==> src/rtl/power_domain_sequencer.sv <==
// Power-domain sequencer: walks one switchable domain through
// switch-on, isolation release, clock enable and reset release. Power-down
// runs the same steps in reverse. The power-switch acknowledge is watched
// with a timeout, and a timeout latches a sticky fault flag.
module power_domain_sequencer #(
    parameter int CNT_W       = 8,
    parameter int ISO_DLY     = 4,
    parameter int RST_DLY     = 8,
    parameter int ACK_TIMEOUT = 255
) (
    input  logic clock,
    input  logic reset,
    input  logic pwr_req,
    input  logic sw_ack,
    output logic sw_en,
    output logic iso_en,
    output logic clk_en,
    output logic dom_rstn,
    output logic pwr_on,
    output logic busy,
    output logic err
);

    localparam logic [3:0] S_OFF      = 4'd0;
    localparam logic [3:0] S_SW_ON    = 4'd1;
    localparam logic [3:0] S_ISO_HOLD = 4'd2;
    localparam logic [3:0] S_CLK_ON   = 4'd3;
    localparam logic [3:0] S_ON       = 4'd4;
    localparam logic [3:0] S_RST_ON   = 4'd5;
    localparam logic [3:0] S_ISO_ON   = 4'd6;
    localparam logic [3:0] S_SW_OFF   = 4'd7;
    localparam logic [3:0] S_FAULT    = 4'd8;

    // Terminal counts: a timed state of N cycles leaves when the count is N-1.
    localparam logic [CNT_W-1:0] ISO_LAST = CNT_W'(ISO_DLY - 1);
    localparam logic [CNT_W-1:0] RST_LAST = CNT_W'(RST_DLY - 1);
    localparam logic [CNT_W-1:0] ACK_LAST = CNT_W'(ACK_TIMEOUT - 1);

    logic [3:0]       state;
    logic [3:0]       state_nxt;
    logic [CNT_W-1:0] cnt;
    logic             ack_m;
    logic             ack_s;
    logic [5:0]       out_nxt;

    // Two-flop synchroniser for the asynchronous switch acknowledge
    always_ff @(posedge clock) begin
        if (reset) begin
            ack_m <= 1'b0;
            ack_s <= 1'b0;
        end else begin
            ack_m <= sw_ack;
            ack_s <= ack_m;
        end
    end

    // Next-state selection; sequences in either direction always run to completion
    always_comb begin
        state_nxt = state;
        case (state)
            S_OFF:      if (pwr_req) state_nxt = S_SW_ON;
            S_SW_ON: begin
                if (ack_s)                state_nxt = S_ISO_HOLD;
                else if (cnt == ACK_LAST) state_nxt = S_FAULT;
            end
            S_ISO_HOLD: if (cnt == ISO_LAST) state_nxt = S_CLK_ON;
            S_CLK_ON:   if (cnt == RST_LAST) state_nxt = S_ON;
            S_ON:       if (!pwr_req) state_nxt = S_RST_ON;
            S_RST_ON:   if (cnt == RST_LAST) state_nxt = S_ISO_ON;
            S_ISO_ON:   if (cnt == ISO_LAST) state_nxt = S_SW_OFF;
            S_SW_OFF: begin
                if (!ack_s)               state_nxt = S_OFF;
                else if (cnt == ACK_LAST) state_nxt = S_FAULT;
            end
            S_FAULT:    if (!pwr_req) state_nxt = S_OFF;
            default:    state_nxt = S_OFF;
        endcase
    end

    // Output decode of the state being entered: {sw_en, iso_en, clk_en, dom_rstn, pwr_on, busy}
    always_comb begin
        out_nxt = 6'b010000;
        case (state_nxt)
            S_OFF:      out_nxt = 6'b010000;
            S_SW_ON:    out_nxt = 6'b110001;
            S_ISO_HOLD: out_nxt = 6'b110001;
            S_CLK_ON:   out_nxt = 6'b101001;
            S_ON:       out_nxt = 6'b101110;
            S_RST_ON:   out_nxt = 6'b101001;
            S_ISO_ON:   out_nxt = 6'b110001;
            S_SW_OFF:   out_nxt = 6'b010001;
            S_FAULT:    out_nxt = 6'b010000;
            default:    out_nxt = 6'b010000;
        endcase
    end

    // State, wait counter and registered Moore outputs, all updated on state entry
    always_ff @(posedge clock) begin
        if (reset) begin
            state    <= S_OFF;
            cnt      <= '0;
            sw_en    <= 1'b0;
            iso_en   <= 1'b1;
            clk_en   <= 1'b0;
            dom_rstn <= 1'b0;
            pwr_on   <= 1'b0;
            busy     <= 1'b0;
            err      <= 1'b0;
        end else begin
            state <= state_nxt;
            if (state_nxt != state) begin
                cnt <= '0;
            end else if (cnt != '1) begin
                cnt <= cnt + 1'b1;
            end
            {sw_en, iso_en, clk_en, dom_rstn, pwr_on, busy} <= out_nxt;
            if (state_nxt == S_SW_ON && state != S_SW_ON) begin
                err <= 1'b0;
            end else if (state_nxt == S_FAULT && state != S_FAULT) begin
                err <= 1'b1;
            end
        end
    end

endmodule
==> config.mk <==
export PLATFORM = sky130hd
export DESIGN_NAME = power_domain_sequencer
export DESIGN_NICKNAME = d
export VERILOG_FILES = /design/src/rtl/power_domain_sequencer.sv
export SDC_FILE = /design/constraint.sdc
export NUM_CORES = 1
export LEC_CHECK = 0
export ABC_AREA = 1
export CAP_MARGIN = 30
export CORE_UTILIZATION = 50
export DETAILED_ROUTE_END_ITERATION = 10
export MAX_ROUTING_LAYER = met4
export PLACE_DENSITY = 0.74
export SLEW_MARGIN = 10
export SYNTH_ARGS = -nofsm -noshare
export SYNTH_HDL_FRONTEND = slang
export SYNTH_SLANG_ARGS = --single-unit
==> constraint.sdc <==
create_clock -name clock -period 1.6 [get_ports clock]
set_clock_uncertainty 0.2 [all_clocks]
set_input_delay 0.32 -clock clock [delete_from_list [all_inputs] [get_ports clock]]
set_output_delay 0.32 -clock clock [all_outputs]
set_load 0.03 [all_outputs]
==> results.py, run 1 <==
metrics = {
    "place": {
        "dp.cells": 234,
        "port_buffers": 10,
        "hpwl_mm": 1.95,
        "dp_slack_ps": -454,
        "postPlaceCellArea_sq_um": 1570,
        "gp_congestion": 0.955,
    },
    "finish": {
        "design_area_sq_um": 1920,
        "seq_area_sq_um": 427,
        "final_core_util_pct": 93.9,
        "antenna_cells": 0,
        "finalNetCount": 229,
        "layout-drive-gt1-share_pct": 58.6,
        "layoutNonFillerInstCount": 249,
        "nFillCells": 61,
        "area_growth_pct": 68.6,
        "multi_input_area_sq_um": 843,
    },
    "critical_path": {
        "rr_worst_depth": 15,
        "worst_setup_path_start_kind": "register",
        "worst-path-max-fanout": 8,
        "cp.required_ps": 1660,
        "worst-setup-path-type": "register to register",
        "endpoint_kind": "register",
        "worst_ep_arrival_time_ps": 2110,
    },
    "routing": {
        "drc": 0,
        "wl_mm": 4.64,
        "viasPerCell": 5.68,
        "ant_nets": 0,
        "route.vias.total": 1414,
        "drtPass1Iterations": 4,
        "wire_per_inst_um": 18.6,
        "drtIter0Drc": 64,
    },
    "synth": {
        "synth_ff_type": "dfxtp_1",
        "synth_top_area_cell": "dfxtp_1",
        "synth.avg_cell_area_sq_um": 6.85,
        "synth_nets": 172,
        "yosysUniqueCellTypes": 24,
        "seq_area_frac_synth_pct": 35.2,
        "syn_inst": 166,
        "ys_seq_elements": 20,
        "synthArstFlopShare_pct": 0,
        "ys_top_cells_by_area": "dfxtp_1, nand2_1, inv_1",
        "ys.warnings.count": 0,
        "yosysTopAreaCellShare_pct": 35.2,
        "synth_most_common_cell": "nand2_1",
        "synth_edf_count": 0,
        "synth_top_cells_by_count": "nand2_1, inv_1, nor2_1, dfxtp_1, nand3_1",
        "synth_area_sq_um": 1140,
    },
    "global_route": {
        "grt.overflow.total": 0,
        "track_usage_pct": 29.0,
        "grt_max_degree": 12,
        "grt_pass1_wl_mm": 5.26,
        "antenna_found_initial": 0,
        "grt_pass1_vias": 1293,
    },
    "sta": {
        "worst_slack_ps": -453,
        "min_period_ps": 2050,
        "setup_violations": 17,
        "fmax_ghz": 0.487,
        "drv_slew": 0,
        "rsz0062_at_grt": "yes",
        "max-slew-margin-rel_pct": 71.9,
        "hold_violations": 0,
        "worstMarginPinSlew_ps": 420,
        "period_share_pct": 128,
    },
    "pwr": {
        "internal-power_mw": 0.833,
        "clkPwrFrac_pct": 24.5,
        "netSwitchingFraction_pct": 32.4,
        "power.switching_mw": 0.399,
        "combPwrFrac_pct": 31.1,
        "seq_power_share_pct": 44.5,
        "powerDensity_nw_per_um2": 642,
        "peakVddDrop_v": 0.000847,
        "p_leak_nw": 0.893,
    },
    "clock_network": {
        "cts_buffers": 3,
        "htree_num_levels": 1,
        "postCtsHoldBufs": 0,
        "clockBufferDepth": 2,
        "root_buffer": "clkbuf_4",
        "clock_sinks": 20,
        "clk_pin_slew_ps": 110,
        "cts_tree": "done",
        "clk_latency_ps": 320,
    },
    "floorplan": {
        "placementRows": 16,
        "ios": 11,
        "fp.dieH_um": 49.7,
        "dieArea_sq_um": 2470,
        "start_util_pct": 55.7,
        "coreArea_sq_um": 2040,
        "die_w_um": 49.7,
    },
    "hold_path": {
        "hold_path_depth": 2,
        "min_path_type": "register to register",
    },
    "outcome": {
        "violations": "negative setup slack",
        "outcome": "complete, but fails checks",
    },
    "flow_run": {
        "drv_cap": 0,
    },
}
## layout make-up
cell class                 instances  share of cell area, %
tap                               27                   1.76
timing repair buffer              55                   23.7
clock buffer                       4                   1.89
sequential                        20                   22.2
inverter                          29                   6.46
multi-input combinational        114                   44.0
## layout by cell type, fill, tap and decap left out, types with 4 or more instances in the layout
master	instances
buf_4	40
inv_1	21
nand2_1	17
nand2_2	16
nor2_2	14
nor2_4	11
dfxtp_1	11
nor2_1	10
nand2_4	9
nand3_1	8
inv_2	6
dfxtp_4	6
dlygate4sd2_1	5
nand3_2	4
buf_6	4
## path summary, 6_finish.rpt
path              startpoint     end  slack [ps]
setup / recovery      cnt[0]  cnt[3]        -450
setup reg to reg      cnt[0]  cnt[3]        -450
hold / removal         ack_m   ack_s         250
hold reg to reg        ack_m   ack_s         250
## layer usage
metal / track usage (%) / wire length [um]
met3: 10.2 / 374
met1: 27.5 / 1690
met2: 54.1 / 2230
met4: 8.57 / 348
met5: - / 0
## flip-flops by register name, indices dropped and copies added (netlist names)
signal / count
cnt: 8
state: 4
ack_m: 1
ack_s: 1
busy: 1
clk_en: 1
err: 1
iso_en: 1
pwr_on: 1
sw_en: 1
## logic make-up (layout without fill, tap and decap cells)
logic type                 Yosys count  in the layout  synth area share [%]
and+or+nand+nor                     97             97                  42.2
buffers and inverters               32             88                  11.1
DFF                                 20             20                  35.2
AOI/OAI and AO/OA                   10             10                  4.73
xor gates and xnor gates             5              5                  4.51
adders and majority gates            2              2                  2.20
## per-stage QoR
step	hold slack [ps]	power, mW	TNS (ps)
2_1_floorplan	188	0.712	-517
3_3_place_gp	200	0.799	-4750
3_5_place_dp	223	0.810	-5370
4_1_cts	239	1.12	-1880
5_1_grt	251	1.27	-5890
6_report	248	1.23	-5120
## what timing repair did
action,CTS,global route
buffers inserted,5,7
pin swaps,2,27
endpoints found under the setup margin,21,19
cloned,0,0
resized for setup,27,54
## worst max-delay path: stages (launching register included)
cell     delay [ps]
dfxtp_4         400
inv_4            40
ha_4            150
inv_2            60
nor2_4           40
nand2_4         110
nand2_4          70
nand2_2          60
nand2_2          80
nand2_2         100
nand2_2          80
nand2_2          90
nand2_2          80
nor2_4          120
nand2_4         130
nor2_2          170
## power groups by stage
stage / Clock (mW) / Sequential (mW) / Combinational [mW]
after global placement: 0 / 0.556 / 0.243
after floorplan: 0 / 0.566 / 0.145
final: 0.301 / 0.548 / 0.383
after global routing: 0.323 / 0.549 / 0.400
after detailed placement: 0 / 0.558 / 0.253
after CTS: 0.291 / 0.549 / 0.278
Power figures use the tool's default switching activity.
==> run 2: changes to the inputs <==
--- a/config.mk
+++ b/config.mk
@@ -7,10 +7,12 @@
 export LEC_CHECK = 0
 export ABC_AREA = 1
 export CAP_MARGIN = 30
+export CORE_MARGIN = 3
 export CORE_UTILIZATION = 50
 export DETAILED_ROUTE_END_ITERATION = 10
 export MAX_ROUTING_LAYER = met4
 export PLACE_DENSITY = 0.74
+export SETUP_SLACK_MARGIN = 0.1
 export SLEW_MARGIN = 10
 export SYNTH_ARGS = -nofsm -noshare
 export SYNTH_HDL_FRONTEND = slang
==> run 2 against run 1 <==
Against the previous run:
- the run still ends with negative setup slack left
- non-clock buffer count decreased by 9
- die area up 17%
- setup slack better by 110 ps
- routed wire length shrank 13%
- critical endpoint is now cnt[1]
==> results.py, run 2 (synthesized netlist as in run 1, its figures left out) <==
metrics = {
    "outcome": {
        "outcome": "complete, but fails checks",
        "violations": "negative setup slack",
    },
    "critical_path": {
        "reg2reg_to": "cnt[1]",
        "worst_ep_arrival_time_ps": 2000,
        "worst-setup-path-type": "register to register",
        "rr_worst_depth": 12,
        "cp.required_ps": 1650,
        "reg2reg_from": "cnt[4]",
        "worst-path-max-fanout": 8,
        "rrSetupSlack_ps": -350,
        "endpoint_kind": "register",
        "critPathLaunch": "cnt[4]",
        "worst_setup_path_start_kind": "register",
    },
    "routing": {
        "drtIter0Drc": 57,
        "drc": 0,
        "ant_nets": 0,
        "wl_mm": 4.03,
        "viasPerCell": 5.39,
        "route.vias.total": 1294,
        "wire_per_inst_um": 16.8,
        "drtPass1Iterations": 5,
    },
    "place": {
        "port_buffers": 10,
        "gp_congestion": 0.859,
        "hpwl_mm": 2.20,
        "postPlaceCellArea_sq_um": 1540,
    },
    "finish": {
        "final_common_cell": "buf_4",
        "area_growth_pct": 61.2,
        "largest_register_ffs": 8,
        "antenna_cells": 0,
        "max_flop_register": "cnt",
        "design_area_sq_um": 1830,
        "reg_top3": "cnt: 8 flops, state: 4 flops",
        "layout-drive-gt1-share_pct": 55.9,
        "final_cell_mix": "buf_4, nand2_1, inv_1",
        "finalNetCount": 220,
    },
    "sta": {
        "whs_ps": 216,
        "min_period_ps": 1950,
        "worstMarginPinSlew_ps": 352,
        "worst_slack_ps": -348,
        "setup_tns_ps": -3970,
        "rsz0062_at_grt": "yes",
        "drv_slew": 0,
        "max-slew-margin-rel_pct": 76.3,
        "fmax_ghz": 0.513,
        "hold_violations": 0,
        "period_share_pct": 122,
        "setup_violations": 15,
    },
    "global_route": {
        "grt_max_degree": 13,
        "track_usage_pct": 23.8,
        "antenna_found_initial": 0,
        "grt_pass1_vias": 1185,
        "grt.overflow.total": 0,
        "grt_pass1_wl_mm": 4.84,
    },
    "hold_path": {
        "hold_path_depth": 2,
        "min_to": "ack_s",
        "min-delay-start": "ack_m",
        "min_path_type": "register to register",
    },
    "clock_network": {
        "cts_tree": "done",
        "htree_num_levels": 1,
        "cts_buffers": 3,
        "clk_pin_slew_ps": 110,
        "clockBufferDepth": 2,
        "root_buffer": "clkbuf_4",
        "clk_latency_ps": 310,
        "clock_sinks": 20,
    },
    "pwr": {
        "powerDensity_nw_per_um2": 689,
        "p_total_mw": 1.26,
        "p_leak_nw": 0.843,
        "peakVddDrop_v": 0.000604,
    },
    "floorplan": {
        "dieArea_sq_um": 2880,
        "coreArea_sq_um": 2060,
        "ios": 11,
        "placementRows": 16,
        "fp.dieH_um": 53.7,
        "die_w_um": 53.7,
        "start_util_pct": 55.2,
    },
    "flow_run": {
        "drv_cap": 0,
    },
}
-- run 2: cell types whose count changed in the layout (fill, tap and decap cells not counted), sizes merged --
cell	change
dlygate4sd2	-5
clkdlybuf4s15	+3
inv	+1
clkbuf	-1
clkinv	-1
buf	-6
-- run 2: through the flow --
step	instances	utilization, %	setup slack, ps
after floorplan	166	-	-69.0
after global placement	229	74.5	-395
after detailed placement	229	74.5	-442
after CTS	237	81.9	-209
after global routing	240	88.9	-406
final	240	88.9	-348
-- run 2: critical path: stages, from the launching register on --
cell	delay (ps)
dfxtp_1	440
nand2_1	140
nor2_4	170
nand2_4	100
nand2_4	70
nand2_2	50
nand2_2	100
nand3_2	100
nand2_1	90
nand2_2	70
nor2_4	120
nand2_4	120
nor2_2	120
-- run 2: routing by layer --
metal,up-vias,share of wire [%],track usage [%]
li1,599,-,-
met1,617,37,24.8
met2,64,54,46.4
met3,14,6.6,2.49
met4,0,2.6,6.38
met5,-,0,-
-- run 2: worst max-delay path by stage --
stage                   to  slack [ps]  depth (start not counted)
floorplan           cnt[1]         -70                         11
global placement    cnt[1]        -390                          8
detailed placement  cnt[5]        -440                          8
CTS                 cnt[0]        -210                         15
global route        cnt[4]        -410                         12
finish              cnt[1]        -350                         12
-- run 2: report_power, final --
part | internal, mW | switching [mW]
Combinational | 0.167 | 0.188
Sequential | 0.522 | 0.0286
Clock | 0.191 | 0.166
-- run 2: timing repair --
item / CTS / global route
pin swaps: 7 / 20
endpoints found under the setup margin: 24 / 19
cloned: 0 / 0
setup buffers: 4 / 3
resized for setup: 47 / 42
hold buffers: 0 / 0
-- run 2: final cells by class --
class | instances | area (sq um)
timing repair buffer | 46 | 387
multi-input combinational | 114 | 822
inverter | 29 | 121
tap | 27 | 33.8
clock buffer | 4 | 47.5
sequential | 20 | 422
fill | 94 | 229
==> run 3: changes to the inputs <==
--- a/config.mk
+++ b/config.mk
@@ -8,10 +8,10 @@
 export ABC_AREA = 1
 export CAP_MARGIN = 30
 export CORE_MARGIN = 3
-export CORE_UTILIZATION = 50
+export CORE_UTILIZATION = 35
 export DETAILED_ROUTE_END_ITERATION = 10
 export MAX_ROUTING_LAYER = met4
-export PLACE_DENSITY = 0.74
+export REMOVE_ABC_BUFFERS = 1
 export SETUP_SLACK_MARGIN = 0.1
 export SLEW_MARGIN = 10
 export SYNTH_ARGS = -nofsm -noshare
==> run 3 against run 2 <==
Against the previous run:
- the flow still finishes with violations (negative setup slack)
- maximum frequency rose by 7.9%
- utilization fell by 29 points
- sequential cell count did not move
- register-to-register slack improved by 140 ps
- sequential power barely moved
- combinational power fell by 15%
- critical path type unchanged
- critical endpoint is now cnt[7]
- largest power group unchanged
- highest routed layer unchanged
==> results.py, run 3 (synthesized netlist as in run 1, its figures left out) <==
metrics = {
    "critical_path": {
        "reg2reg_from": "cnt[0]",
        "crit_path_end": "cnt[7]",
        "endpoint_kind": "register",
        "worst-path-max-fanout": 8,
        "worst-setup-path-type": "register to register",
        "worst_setup_path_start_kind": "register",
        "cp.required_ps": 1650,
        "reg2reg_to": "cnt[7]",
        "rrSetupSlack_ps": -210,
        "rr_worst_depth": 15,
        "critPathLaunch": "cnt[0]",
        "worst_ep_arrival_time_ps": 1860,
    },
    "pwr": {
        "p_leak_nw": 0.879,
        "netSwitchingFraction_pct": 30.4,
        "clkPwrFrac_pct": 26.2,
        "p_total_mw": 1.15,
        "peakVddDrop_v": 0.000464,
        "internal-power_mw": 0.804,
        "power.switching_mw": 0.351,
        "combPwrFrac_pct": 26.2,
        "seq_power_share_pct": 47.6,
        "powerDensity_nw_per_um2": 624,
    },
    "routing": {
        "drtIter0Drc": 66,
        "wire_per_inst_um": 11.0,
        "route.vias.total": 1212,
        "ant_nets": 0,
        "viasPerCell": 4.57,
        "drtPass1Iterations": 4,
        "wl_mm": 2.91,
        "drc": 0,
    },
    "hold_path": {
        "min_path_type": "register to register",
    },
    "global_route": {
        "grt_pass1_wl_mm": 4.78,
        "grt_max_degree": 12,
        "track_usage_pct": 15.4,
        "grt_pass1_vias": 1187,
        "grt.overflow.total": 0,
        "antenna_found_initial": 0,
    },
    "finish": {
        "multi_input_area_sq_um": 811,
        "reg_top3": "cnt: 8 flops, state: 4 flops",
        "layout-drive-gt1-share_pct": 57.5,
        "finalNetCount": 228,
        "area_growth_pct": 62.8,
        "final_cell_mix": "buf_4, inv_1, nand2_1, nor2_1, nand2_2",
        "final_common_cell": "buf_4",
        "max_flop_register": "cnt",
        "antenna_cells": 0,
        "nFillCells": 298,
        "seq_area_sq_um": 417,
        "largest_register_ffs": 8,
    },
    "clock_network": {
        "postCtsHoldBufs": 0,
        "clock_sinks": 20,
        "clk_pin_slew_ps": 110,
        "htree_num_levels": 1,
        "cts_buffers": 3,
        "clockBufferDepth": 2,
        "clk_latency_ps": 310,
        "cts_tree": "done",
        "root_buffer": "clkbuf_4",
    },
    "sta": {
        "worst_slack_ps": -206,
        "drv_slew": 0,
        "worstMarginPinSlew_ps": 267,
        "min_period_ps": 1810,
        "period_share_pct": 113,
        "rsz0062_at_grt": "yes",
        "hold_violations": 0,
        "setup_violations": 15,
        "max-slew-margin-rel_pct": 82.1,
        "fmax_ghz": 0.554,
        "setup_tns_ps": -1990,
    },
    "place": {
        "hpwl_mm": 2.03,
        "port_buffers": 10,
        "dp_slack_ps": -426,
        "gp_congestion": 0.807,
    },
    "outcome": {
        "violations": "negative setup slack",
        "outcome": "complete, but fails checks",
    },
    "floorplan": {
        "coreArea_sq_um": 3080,
        "die_w_um": 63.0,
        "placementRows": 20,
        "ios": 11,
        "start_util_pct": 37.0,
        "fp.dieH_um": 63.0,
        "dieArea_sq_um": 3970,
    },
    "flow_run": {
        "drv_cap": 0,
    },
}
## run 3: area by class of cell
cell class,instances,share of cell area [%]
multi-input combinational,114,43.8
timing repair buffer,54,22.8
sequential,20,22.5
inverter,29,6.01
tap,44,2.97
clock buffer,4,1.96
## run 3: stage by stage
stage	hold WS, ps	utilization (%)	instances	instance area (sq um)
4_1_cts	225	57.1	262	1760
2_1_floorplan	188	-	163	1120
6_report	220	60.2	265	1850
5_1_grt	235	60.2	265	1850
3_3_place_gp	193	50.2	253	1550
3_5_place_dp	206	50.2	253	1550
## run 3: per-layer routing
metal / track usage [%] / wire length, um / up-vias / share of wire (%)
met5: - / 0 / - / 0
li1: - / - / 618 / -
met2: 29.1 / 1630 / 18 / 56
met3: 2.52 / 77 / 9 / 2.6
met1: 15.5 / 1120 / 567 / 39
met4: 6.34 / 74 / 0 / 2.5
## run 3: power by group through the flow
stage               registers, mW  logic, mW  clock network (mW)
floorplan                   0.567      0.124                   0
global placement            0.547      0.233                   0
detailed placement          0.548      0.237                   0
CTS                         0.548      0.273               0.306
global route                0.553      0.331               0.334
finish                      0.549      0.303               0.303
## run 3: critical path: stages (launching register included)
cell	delay (ps)
dfxtp_4	390
inv_4	40
ha_4	150
inv_2	60
nor2_4	40
nand2_4	110
nand2_4	60
nand2_4	70
nand2_4	60
nand2_4	70
nand2_2	60
nand2_2	60
nand2_2	60
nor2_4	120
nand2_4	110
nor2_2	110
## run 3: how the worst min path moves through the flow
stage | cells past startpoint | startpoint | slack [ps] | end
6_report | 2 | ack_m | 220 | ack_s
5_1_grt | 2 | ack_m | 230 | ack_s
4_1_cts | 2 | ack_m | 220 | ack_s
3_5_place_dp | 2 | ack_m | 210 | ack_s
3_3_place_gp | 2 | ack_m | 190 | ack_s
2_1_floorplan | 2 | ack_m | 190 | ack_s
## run 3: timing repair
item,CTS,global route
resized for setup,62,38
pin swaps,20,18
setup buffers,5,3
endpoints found under the setup margin,25,23
